**src/rtl/rf_access_ctrl_pkg.sv**
```systemverilog
// Shared definitions for the register-file access controller.
// Widths, FSM state encoding and the read-only zero-register address.
// Imported by the interface and the controller.
package rf_access_ctrl_pkg;

  localparam int DATA_WIDTH = 32;
  localparam int REG_ADDR_W = 5;

  typedef logic [DATA_WIDTH-1:0] data_t;
  typedef logic [REG_ADDR_W-1:0] raddr_t;

  // Register 0 always reads as zero, so writes to it are dropped.
  localparam raddr_t ZERO_REG = '0;

  typedef enum logic [2:0] {
    ST_IDLE     = 3'd0,
    ST_RD_ISSUE = 3'd1,
    ST_RD_CAPT  = 3'd2,
    ST_RD_DONE  = 3'd3,
    ST_WR_ISSUE = 3'd4,
    ST_WR_DONE  = 3'd5
  } state_t;

  function automatic logic is_zero_reg(input raddr_t a);
    return a == ZERO_REG;
  endfunction

endpackage

```
**src/rtl/rf_access_ctrl_if.sv**
```systemverilog
// Bundle between the requester/register file and the access controller.
// Requester side: op_req/rs*_addr -> opnd*/opnd_valid, wb_req/wb_* -> wb_ack, busy.
// RF side: rf_read/rf_write strobes, latched addresses/data, rf_data_r* read back.
interface rf_access_ctrl_if;
  import rf_access_ctrl_pkg::*;

  // requester channel
  logic   op_req;
  raddr_t rs1_addr;
  raddr_t rs2_addr;
  data_t  opnd1;
  data_t  opnd2;
  logic   opnd_valid;
  logic   wb_req;
  raddr_t wb_addr;
  data_t  wb_data;
  logic   wb_ack;
  logic   busy;

  // register-file channel
  logic   rf_read;
  logic   rf_write;
  raddr_t rf_addr_r1;
  raddr_t rf_addr_r2;
  raddr_t rf_addr_w;
  data_t  rf_data_w;
  data_t  rf_data_r1;
  data_t  rf_data_r2;

  // environment: requester plus register file
  modport master (
    output op_req, rs1_addr, rs2_addr, wb_req, wb_addr, wb_data,
    output rf_data_r1, rf_data_r2,
    input  opnd1, opnd2, opnd_valid, wb_ack, busy,
    input  rf_read, rf_write, rf_addr_r1, rf_addr_r2, rf_addr_w, rf_data_w
  );

  // the controller
  modport slave (
    input  op_req, rs1_addr, rs2_addr, wb_req, wb_addr, wb_data,
    input  rf_data_r1, rf_data_r2,
    output opnd1, opnd2, opnd_valid, wb_ack, busy,
    output rf_read, rf_write, rf_addr_r1, rf_addr_r2, rf_addr_w, rf_data_w
  );

endinterface

```
**src/rtl/rf_access_ctrl.sv**
```systemverilog
// Purpose: sequences operand fetches and writebacks against a 2R/1W register file.
// Latency: fetch -> opnd_valid 3 cycles after acceptance; writeback -> wb_ack 2 cycles.
// Backpressure: requests only sampled in IDLE (busy=0); requests during busy are dropped, not queued.
// Ports: clk, rst_n (async active-low), bus (rf_access_ctrl_if.slave).
module rf_access_ctrl
  import rf_access_ctrl_pkg::*;
(
  input  logic               clk,
  input  logic               rst_n,
  rf_access_ctrl_if.slave    bus
);

  state_t state_q, state_d;
  raddr_t rs1_q, rs1_d;
  raddr_t rs2_q, rs2_d;
  raddr_t wa_q, wa_d;
  data_t  wd_q, wd_d;
  data_t  opnd1_q, opnd1_d;
  data_t  opnd2_q, opnd2_d;
  logic   rf_read_q, rf_read_d;
  logic   rf_write_q, rf_write_d;
  logic   opnd_valid_q, opnd_valid_d;
  logic   wb_ack_q, wb_ack_d;
  logic   busy_q, busy_d;

  always_comb begin
    state_d = state_q;
    rs1_d   = rs1_q;
    rs2_d   = rs2_q;
    wa_d    = wa_q;
    wd_d    = wd_q;
    opnd1_d = opnd1_q;
    opnd2_d = opnd2_q;

    unique case (state_q)
      ST_IDLE: begin
        // Writeback wins so a same-cycle fetch sees the new value.
        if (bus.wb_req) begin
          wa_d    = bus.wb_addr;
          wd_d    = bus.wb_data;
          state_d = ST_WR_ISSUE;
        end else if (bus.op_req) begin
          rs1_d   = bus.rs1_addr;
          rs2_d   = bus.rs2_addr;
          state_d = ST_RD_ISSUE;
        end
      end
      ST_RD_ISSUE: state_d = ST_RD_CAPT;
      ST_RD_CAPT: begin
        // Only point where RF read data is sampled; outside it the bus may float.
        opnd1_d = bus.rf_data_r1;
        opnd2_d = bus.rf_data_r2;
        state_d = ST_RD_DONE;
      end
      ST_RD_DONE:  state_d = ST_IDLE;
      ST_WR_ISSUE: state_d = ST_WR_DONE;
      ST_WR_DONE:  state_d = ST_IDLE;
      default:     state_d = ST_IDLE;
    endcase

    // Outputs are decoded from the next state so they come straight off flops.
    rf_read_d    = (state_d == ST_RD_ISSUE) || (state_d == ST_RD_CAPT);
    rf_write_d   = (state_d == ST_WR_ISSUE) && !is_zero_reg(wa_d);
    opnd_valid_d = (state_d == ST_RD_DONE);
    wb_ack_d     = (state_d == ST_WR_DONE);
    busy_d       = (state_d != ST_IDLE);
  end

  always_ff @(posedge clk or negedge rst_n) begin
    if (!rst_n) begin
      state_q      <= ST_IDLE;
      rs1_q        <= '0;
      rs2_q        <= '0;
      wa_q         <= '0;
      wd_q         <= '0;
      opnd1_q      <= '0;
      opnd2_q      <= '0;
      rf_read_q    <= 1'b0;
      rf_write_q   <= 1'b0;
      opnd_valid_q <= 1'b0;
      wb_ack_q     <= 1'b0;
      busy_q       <= 1'b0;
    end else begin
      state_q      <= state_d;
      rs1_q        <= rs1_d;
      rs2_q        <= rs2_d;
      wa_q         <= wa_d;
      wd_q         <= wd_d;
      opnd1_q      <= opnd1_d;
      opnd2_q      <= opnd2_d;
      rf_read_q    <= rf_read_d;
      rf_write_q   <= rf_write_d;
      opnd_valid_q <= opnd_valid_d;
      wb_ack_q     <= wb_ack_d;
      busy_q       <= busy_d;
    end
  end

  assign bus.opnd1      = opnd1_q;
  assign bus.opnd2      = opnd2_q;
  assign bus.opnd_valid = opnd_valid_q;
  assign bus.wb_ack     = wb_ack_q;
  assign bus.busy       = busy_q;
  assign bus.rf_read    = rf_read_q;
  assign bus.rf_write   = rf_write_q;
  assign bus.rf_addr_r1 = rs1_q;
  assign bus.rf_addr_r2 = rs2_q;
  assign bus.rf_addr_w  = wa_q;
  assign bus.rf_data_w  = wd_q;

endmodule

```
**src/flat_wrapper.sv**
```systemverilog
// flat-port wrapper written by rule: the top's interface ports become plain ports
module rf_access_ctrl_flat import rf_access_ctrl_pkg::*;
  (clk, rst_n, bus_op_req, bus_rs1_addr, bus_rs2_addr, bus_wb_req, bus_wb_addr, bus_wb_data, bus_rf_data_r1, bus_rf_data_r2, bus_opnd1, bus_opnd2, bus_opnd_valid, bus_wb_ack, bus_busy, bus_rf_read, bus_rf_write, bus_rf_addr_r1, bus_rf_addr_r2, bus_rf_addr_w, bus_rf_data_w);
  rf_access_ctrl_if bus_i ();
  input  logic clk;
  input  logic rst_n;
  input wire logic [$bits(bus_i.op_req)-1:0] bus_op_req;
  input wire logic [$bits(bus_i.rs1_addr)-1:0] bus_rs1_addr;
  input wire logic [$bits(bus_i.rs2_addr)-1:0] bus_rs2_addr;
  input wire logic [$bits(bus_i.wb_req)-1:0] bus_wb_req;
  input wire logic [$bits(bus_i.wb_addr)-1:0] bus_wb_addr;
  input wire logic [$bits(bus_i.wb_data)-1:0] bus_wb_data;
  input wire logic [$bits(bus_i.rf_data_r1)-1:0] bus_rf_data_r1;
  input wire logic [$bits(bus_i.rf_data_r2)-1:0] bus_rf_data_r2;
  output wire logic [$bits(bus_i.opnd1)-1:0] bus_opnd1;
  output wire logic [$bits(bus_i.opnd2)-1:0] bus_opnd2;
  output wire logic [$bits(bus_i.opnd_valid)-1:0] bus_opnd_valid;
  output wire logic [$bits(bus_i.wb_ack)-1:0] bus_wb_ack;
  output wire logic [$bits(bus_i.busy)-1:0] bus_busy;
  output wire logic [$bits(bus_i.rf_read)-1:0] bus_rf_read;
  output wire logic [$bits(bus_i.rf_write)-1:0] bus_rf_write;
  output wire logic [$bits(bus_i.rf_addr_r1)-1:0] bus_rf_addr_r1;
  output wire logic [$bits(bus_i.rf_addr_r2)-1:0] bus_rf_addr_r2;
  output wire logic [$bits(bus_i.rf_addr_w)-1:0] bus_rf_addr_w;
  output wire logic [$bits(bus_i.rf_data_w)-1:0] bus_rf_data_w;
  assign bus_i.op_req = bus_op_req;
  assign bus_i.rs1_addr = bus_rs1_addr;
  assign bus_i.rs2_addr = bus_rs2_addr;
  assign bus_i.wb_req = bus_wb_req;
  assign bus_i.wb_addr = bus_wb_addr;
  assign bus_i.wb_data = bus_wb_data;
  assign bus_i.rf_data_r1 = bus_rf_data_r1;
  assign bus_i.rf_data_r2 = bus_rf_data_r2;
  assign bus_opnd1 = bus_i.opnd1;
  assign bus_opnd2 = bus_i.opnd2;
  assign bus_opnd_valid = bus_i.opnd_valid;
  assign bus_wb_ack = bus_i.wb_ack;
  assign bus_busy = bus_i.busy;
  assign bus_rf_read = bus_i.rf_read;
  assign bus_rf_write = bus_i.rf_write;
  assign bus_rf_addr_r1 = bus_i.rf_addr_r1;
  assign bus_rf_addr_r2 = bus_i.rf_addr_r2;
  assign bus_rf_addr_w = bus_i.rf_addr_w;
  assign bus_rf_data_w = bus_i.rf_data_w;
  rf_access_ctrl u_core (.clk(clk), .rst_n(rst_n), .bus(bus_i));
endmodule
```
**config.mk**
```make
export PLATFORM = sky130hd
export DESIGN_NAME = rf_access_ctrl_flat
export DESIGN_NICKNAME = d
export VERILOG_FILES = /design/src/rtl/rf_access_ctrl_pkg.sv /design/src/rtl/rf_access_ctrl_if.sv /design/src/rtl/rf_access_ctrl.sv /design/src/flat_wrapper.sv
export SDC_FILE = /design/constraint.sdc
export NUM_CORES = 1
export LEC_CHECK = 0
export BUFFER_PORTS_ARGS = -buffer_cell sky130_fd_sc_hd__buf_2
export CAP_MARGIN = 30
export CORE_MARGIN = 4
export CORE_UTILIZATION = 49
export CTS_CLUSTER_DIAMETER = 30
export DETAILED_ROUTE_END_ITERATION = 16
export GPL_ROUTABILITY_DRIVEN = 1
export PLACE_DENSITY = 0.87
export SLEW_MARGIN = 15
export SYNTH_ARGS = -nofsm -noshare
export SYNTH_HDL_FRONTEND = slang
export SYNTH_SLANG_ARGS = --single-unit
```
**constraint.sdc**
```tcl
create_clock -name clk -period 2.6 [get_ports clk]
set_input_delay 0.26 -clock clk [delete_from_list [all_inputs] [get_ports clk]]
set_output_delay 0.26 -clock clk [all_outputs]
set_load 0.02 [all_outputs]
```
==> summary.txt, run 1 <==
Floorplanning
  – Die Wd: 104 um
  – Rows: 34
  – Die Ht: 104 um
  – Ports: 231
  – DIE AREA: 10800 um2
  – Initial core utilization: 51.0%
  – Core box area: 8810 um2

Pwr
  – Pwr Total: 9.71 mW
  – Cell Int Power: 5.93 mW
  – PwrDens: 1310 nW/um2
  – Switching power: 3.78 mW
  – Combinational power share: 42.2%
  – Sw Ratio: 38.9%
  – Max IR drop VDD: 0.932 mV
  – LEAKAGE: 3.57 nW
  – Clock power frac: 23.0%
  – Sequential share of power: 34.8%

Setup path
  – Critical Path Source Type: flip-flop
  – Setup Crit Path Kind: flip-flop to flip-flop
  – CP Cell Sequence: nor3b_4, buf_12, mux2_2
  – Crit. End Element: flip-flop
  – R2R Path End: u_core.bus.opnd1[18]
  – Worst Path Required: 2.98 ns
  – R2R Setup Slk: 0.74 ns
  – CP max stage cell: dfrtp_1
  – CP Max Fanout: 62
  – Crit-path max cell delay: 0.53 ns
  – Worst flop-to-flop path startpoint: u_core.state_q[1]
  – CP arrival: 2.24 ns
  – Reg2reg path depth: 3

Global routing
  – Total gr overflow: 0
  – Initial antenna violation count: 0
  – Vias in the first global route: 4323
  – Largest net degree at the start of global routing: 63
  – First-pass GRT wire length: 23.3 mm
  – GRT Total Usage: 27.6%

Hold path
  – Hold Path Stages: 2
  – Hold crit path type: input pin to flip-flop
  – Hold path start: bus_rf_data_r1[5]
  – Hold endpoint: u_core.bus.opnd1[5]

Layout
  – Area Growth Syn to Fin: 64.4%
  – Diodes inserted: 0
  – Most frequent cells in the layout: 229 x buf_2, 119 x dfrtp_1, 111 x dlygate4sd3_1
  – Nets: 728
  – Layout Cells excl Fill: 734
  – Layout cells sized above 1: 57.0%
  – Most common cell after layout, fill and taps aside: buf_2
  – Design area: 7380 um2
  – Finished Core Util: 83.9%

Yosys
  – Largest cells by area after synthesis: dfrtp_1 66%, mux2_2 22%, mux2_1 5.5%
  – Synth Register Bits: 119
  – Yosys warning count: 0
  – Sequential-to-total area share from yosys stat: 66.3%
  – Netlist cell types: 19
  – Syn_area_per_cell: 17.0 um2
  – Mapped Area: 4490 um2
  – Mapped Nets: 379
  – Yosys top cell area share: 66.3%
  – Largest area contributor in the netlist: dfrtp_1
  – Cells after Synth: 264

Detailed routing
  – Initial DRC count: 155
  – First-pass DRT Iterations: 6
  – WL/cell: 19.7 um
  – Final WL: 14.4 mm
  – Routed vias/inst: 5.01
  – DRC Markers: 0
  – Antenna viol nets, final: 0
  – Vias: 3679

Outcome
  – Status: finished, final reports clean

CTS
  – Clock tree root buffer cell: clkbuf_8
  – Longest Clk Path Bufs: 2
  – Clock sink total: 119
  – Worst-skew pair later-pin latency: 0.49 ns
  – H-tree Lvls: 4
  – Num CTS Buffers: 17
  – CTS tree: built
  – PostCTS Resize Cnt: 0
  – Worst-path clk slew: 0.06 ns

STA
  – Final Slew Violations: 0
  – Minimum clock period: 1.86 ns
  – Hold slack final: 0.0476 ns
  – RSZ-0062 raised after global routing: no
  – Maximum operating frequency: 538 MHz
  – Endpoints failing setup: 0
  – Period utilization: 71.5%
  – Setup TNS: 0 ns
  – Slew @ Worst Pin: 0.750 ns
  – Worst Skew: 0.00671 ns
  – Final WS setup: 0.740 ns
  – Max-slew headroom: 50.0%
  – Final hold violations: 0

Placement
  – Dpl cells: 591
  – Buffers on Ports: 230
  – Post-placement cell area: 5710 um2
  – GP Congestion: 0.767
  – Pre-CTS setup slack: 0.803 ns
  – Hpwl dp: 7.78 mm

Job
  – Max Cap Viol: 0
==> synthesized netlist by cell type (all sizes together) <==
cell type	n
a21oi	3
and2	1
buf	15
dfrtp	119
inv	1
maj3	1
mux2	111
nand2	1
nand3	1
nor2	3
nor3	3
nor3b	1
nor4	1
o21a	1
or4	1
xnor2	1
==> registers in the layout (all words and copies together) (netlist names), 3 cells and up <==
name	cells
u_core.bus.opnd2	32
u_core.bus.rf_addr_w	5
u_core.bus.rf_data_w	32
u_core.bus.rf_addr_r2	5
u_core.bus.rf_addr_r1	5
u_core.bus.opnd1	32
u_core.state_q	3
==> power groups by stage <==
stage / Combinational, mW / Sequential [mW] / Clock, mW
final: 4.10 / 3.38 / 2.23
after global routing: 4.34 / 3.49 / 2.35
after CTS: 4.02 / 3.30 / 2.25
after detailed placement: 3.87 / 3.31 / 0
after global placement: 3.76 / 3.26 / 0
after floorplan: 1.47 / 4.40 / 0
==> what timing repair did <==
action	CTS	global route
hold endpoints to repair	169	0
buffers inserted	0	0
hold buffers	111	0
==> logic make-up (layout without fill, tap and decap cells) <==
| kind of cell | Yosys count | after routing | share of synthesized area [%] |
|---|---|---|---|
| adders and majority gates | 1 | 1 | 0.223 |
| and+or+nand+nor | 12 | 12 | 1.84 |
| DFF | 119 | 119 | 66.3 |
| buffers and inverters | 16 | 378 | 3.09 |
| xor gates and xnor gates | 1 | 1 | 0.195 |
| muxes | 111 | 111 | 27.8 |
| AOI/OAI and AO/OA | 4 | 4 | 0.501 |
==> per-layer routing <==
layer / global-route usage [%] / share of wire [%] / vias to the layer above
met4: 11.8 / 3.0 / 0
met5: 0 / 0 / -
met3: 7.09 / 5.8 / 40
li1: - / - / 1623
met2: 52.9 / 56 / 181
met1: 28.3 / 35 / 1835
==> critical path, delay by kind of cell, from the launching register on <==
family / cells / cell delay (ns)
buffers and inverters: 1 / 0.35
flip-flops: 1 / 0.53
multiplexers: 1 / 0.40
AND/OR/NAND/NOR: 1 / 0.43
==> how the worst max path moves through the flow <==
stage	cells after the start	slack, ns	to	from
after floorplan	5	1.08	u_core.bus.rf_data_w[17]	u_core.state_q[2]
after detailed placement	3	0.80	u_core.bus.rf_data_w[4]	u_core.state_q[2]
final	3	0.74	u_core.bus.opnd1[18]	u_core.state_q[1]
after global routing	3	0.67	u_core.bus.opnd1[18]	u_core.state_q[1]
after global placement	3	0.86	u_core.bus.rf_data_w[3]	u_core.state_q[2]
after CTS	3	0.79	u_core.bus.rf_data_w[4]	u_core.state_q[2]
==> layout make-up <==
type                            instances  area [um2]
Clock buffer                           17         414
Clock inverter                         15         154
Fill cell                             423        1420
Inverter                                1        3.75
Multi-Input combinational cell        129        1380
Sequential cell                       119        2980
Tap cell                              108         135
Timing Repair Buffer                  345        2320
No activity file was read; power rests on OpenSTA's default activity.
==> run 2, diff against run 1 <==
- ABC_AREA: default -> 1
- CORE_UTILIZATION: 49 -> 41
- PLACE_DENSITY: 0.87 -> 0.77
- clock period: 2.6 -> 1.6 ns (I/O delays scaled with it)
==> summary.txt, run 2 <==
Outcome
  – Status: finished, final reports clean

CTS
  – Clock sink total: 119 (unchanged)
  – PostCTS Resize Cnt: 0 (unchanged)
  – H-tree Lvls: 4 (unchanged)
  – Clock tree root buffer cell: clkbuf_16
  – Num CTS Buffers: 17 (unchanged)
  – Worst-path clk slew: 0.05 ns (about the same)
  – Worst-skew pair later-pin latency: 0.40 ns (-0.09 ns)
  – Longest Clk Path Bufs: 2 (unchanged)
  – CTS tree: built

Yosys
  – Main synth FF type: dfrtp_1
  – Cells after Synth: 488 (+85%)
  – Largest cells by area after synthesis: dfrtp_1 64%, nand2_1 24%, mux2_4 2.6%
  – Synth Register Bits: 119 (unchanged)
  – Post-synth top cells: 297 x nand2_1, 119 x dfrtp_1, 17 x inv_1
  – Number of synthesized flops with an enable pin: 0 (unchanged)
  – Netlist cell types: 21 (+2)
  – Top-count cell post-synth: nand2_1
  – Yosys warning count: 0 (unchanged)
  – Sequential-to-total area share from yosys stat: 64.4% (-1.9 points)
  – Asr flop ratio synth: 100% (unchanged)
  – Mapped Area: 4620 um2 (+2.9%)
  – Yosys top cell area share: 64.4% (-1.9 points)
  – Syn_area_per_cell: 9.47 um2 (-44%)
  – Largest area contributor in the netlist: dfrtp_1
  – Mapped Nets: 603 (+59%)

Placement
  – Pre-CTS setup slack: 0.247 ns (-0.556 ns)
  – GP Congestion: 0.827 (+7.9%)
  – Dpl cells: 847 (+43%)
  – Hpwl dp: 9.02 mm (+16%)
  – Post-placement cell area: 5950 um2 (+4.3%)
  – Buffers on Ports: 230 (unchanged)

Detailed routing
  – Routed vias/inst: 4.64 (-7.4%)
  – Final WL: 14.3 mm (-0.78%)
  – DRC Markers: 0 (unchanged)
  – First-pass DRT Iterations: 4 (-2)
  – Initial DRC count: 242 (+56%)
  – WL/cell: 14.5 um (-26%)
  – Antenna viol nets, final: 0 (unchanged)
  – Vias: 4583 (+25%)

Setup path
  – Most used cell, CP: nand2_1
  – CP Cell Sequence: nor2_4, nand3_4, inv_2, buf_12, nand2_1, nand2_1
  – Worst setup path end: u_core.bus.rf_data_w[16]
  – Crit path launch: u_core.state_q[0]
  – R2R Path End: u_core.bus.rf_data_w[16]
  – CP max stage cell: dfrtp_1
  – Crit-path max cell delay: 0.42 ns (-0.11 ns)
  – Setup Crit Path Kind: flip-flop to flip-flop
  – CP arrival: 1.72 ns (-0.52 ns)
  – Critical Path Source Type: flip-flop
  – Reg2reg path depth: 6 (+3)
  – CP Max Fanout: 22 (-65%)
  – Worst Path Required: 1.93 ns (-1.05 ns)
  – Worst flop-to-flop path startpoint: u_core.state_q[0]
  – Crit. End Element: flip-flop
  – R2R Setup Slk: 0.21 ns (-0.53 ns)

Layout
  – Design area: 7610 um2 (+3.0%)
  – Register Area: 2980 um2 (unchanged)
  – Layout Cells excl Fill: 987 (+34%)
  – Most frequent cells in the layout: 297 x nand2_1, 229 x buf_2, 119 x dfrtp_1
  – Area Growth Syn to Fin: 64.6% (about the same)
  – Most common cell after layout, fill and taps aside: nand2_1
  – Area of the multi-input gates: 1410 um2 (+2.4%)
  – Layout cells sized above 1: 34.8% (-22 points)
  – Nets: 949 (+30%)
  – Diodes inserted: 0 (unchanged)
  – Filler cells: 755 (+78%)

Pwr
  – Cell Int Power: 9.18 mW (+55%)
  – Sequential share of power: 34.0% (-0.8 points)
  – Pwr Total: 15.6 mW (+61%)
  – LEAKAGE: 4.29 nW (+20%)
  – Combinational power share: 42.7% (+0.5 points)
  – Clock power frac: 23.4% (+0.4 points)
  – Sw Ratio: 41.2% (+2.2 points)
  – Max IR drop VDD: 1.06 mV (+14%)
  – Switching power: 6.42 mW (+70%)
  – PwrDens: 2050 nW/um2 (+56%)

Global routing
  – Total gr overflow: 0 (unchanged)
  – GRT Total Usage: 22.5% (-5.1 points)
  – Initial antenna violation count: 0 (unchanged)
  – Largest net degree at the start of global routing: 76 (+21%)
  – Vias in the first global route: 4965 (+15%)
  – First-pass GRT wire length: 23.2 mm (-0.68%)

STA
  – Period utilization: 86.8% (+15 points)
  – Minimum clock period: 1.39 ns (-0.471 ns)
  – Final Slew Violations: 0 (unchanged)
  – Final hold violations: 0 (unchanged)
  – Final WS setup: 0.211 ns (-0.529 ns)
  – RSZ-0062 raised after global routing: no
  – Worst Skew: 0.00938 ns (+0.00267 ns)
  – Maximum operating frequency: 720 MHz (+34%)
  – Max-slew headroom: 73.5% (+23 points)
  – Endpoints failing setup: 0 (unchanged)
  – Slew @ Worst Pin: 0.398 ns (-0.352 ns)
  – Setup TNS: 0 ns (unchanged)

Job
  – Max Cap Viol: 0 (unchanged)

Floorplanning
  – DIE AREA: 13000 um2 (+21%)
  – Initial core utilization: 42.3% (-8.7 points)
  – Rows: 38 (+12%)
  – Core box area: 10900 um2 (+24%)
  – Die Ht: 114 um (+10%)
  – Die Wd: 114 um (+10%)
  – Ports: 231 (unchanged)

Hold path
  – Hold crit path type: input pin to flip-flop
-- run 2: changes by cell type in the layout (fill, tap and decap cells not counted), moves of 8 or more --
| cell | before | now |
|---|---|---|
| mux2_4 | 0 | 8 |
| inv_1 | 1 | 17 |
| mux2_2 | 89 | 2 |
| mux2_1 | 22 | 0 |
| nand2_1 | 1 | 297 |
-- run 2: worst min path at each step --
stage,start,end,slack (ns),cells past startpoint
final,bus_wb_addr[2],u_core.bus.rf_addr_w[2],0.03,3
after global routing,bus_wb_addr[2],u_core.bus.rf_addr_w[2],0.02,3
after CTS,bus_wb_addr[2],u_core.bus.rf_addr_w[2],0.004,3
after detailed placement,rst_n,u_core.bus.opnd2[28],0.17,2
after global placement,rst_n,u_core.bus.opnd2[24],0.16,2
after floorplan,rst_n,u_core.bus.busy,-0.14,0
-- run 2: area by class of cell --
class / count / share of cell area, %
clock buffer: 20 / 5.87
clock inverter: 12 / 1.69
inverter: 19 / 0.938
multi-input combinational: 328 / 18.6
sequential: 119 / 39.2
tap: 140 / 2.30
timing repair buffer: 349 / 31.5
-- run 2: worst max-delay path, delay by kind of cell, from the launching register on --
| kind | cells | cell delay [ns] |
|---|---|---|
| buffers and inverters | 2 | 0.41 |
| and+or+nand+nor | 4 | 0.49 |
| DFF | 1 | 0.42 |
-- run 2: cells by family after synthesis --
family                 share of synthesized area (%)
buffers and inverters                           4.96
AND/OR/NAND/NOR                                 27.3
multiplexers                                    3.09
AO/OA/AOI/OAI                                  0.217
flip-flops                                      64.4
-- run 2: through the flow --
step | hold WS (ns) | utilization, %
after detailed placement | 0.167 | 54.4
final | 0.0286 | 69.6
after global routing | 0.0169 | 69.6
after floorplan | -0.136 | -
after CTS | 0.00407 | 69.6
after global placement | 0.161 | 54.4
-- run 2: power groups by stage --
stage                     clock [mW]  sequential [mW]  combinational (mW)
after detailed placement           0             5.29                6.45
final                           3.65             5.30                6.66
after CTS                       3.71             5.28                6.66
after global placement             0             5.24                6.23
after floorplan                    0             7.00                2.36
after global routing            3.89             5.46                7.26
-- run 2: routing by layer --
| layer | track usage [%] | wire [um] | vias to the layer above |
|---|---|---|---|
| met5 | 0 | 0 | - |
| met4 | 13.0 | 658 | 0 |
| met3 | 5.76 | 946 | 54 |
| met2 | 38.8 | 7310 | 221 |
| met1 | 25.3 | 5400 | 2141 |
| li1 | - | - | 2167 |
-- run 2: repair_timing --
item                      CTS  global route
hold buffers              108             0
hold endpoints to repair  226             0
buffers inserted            0             0
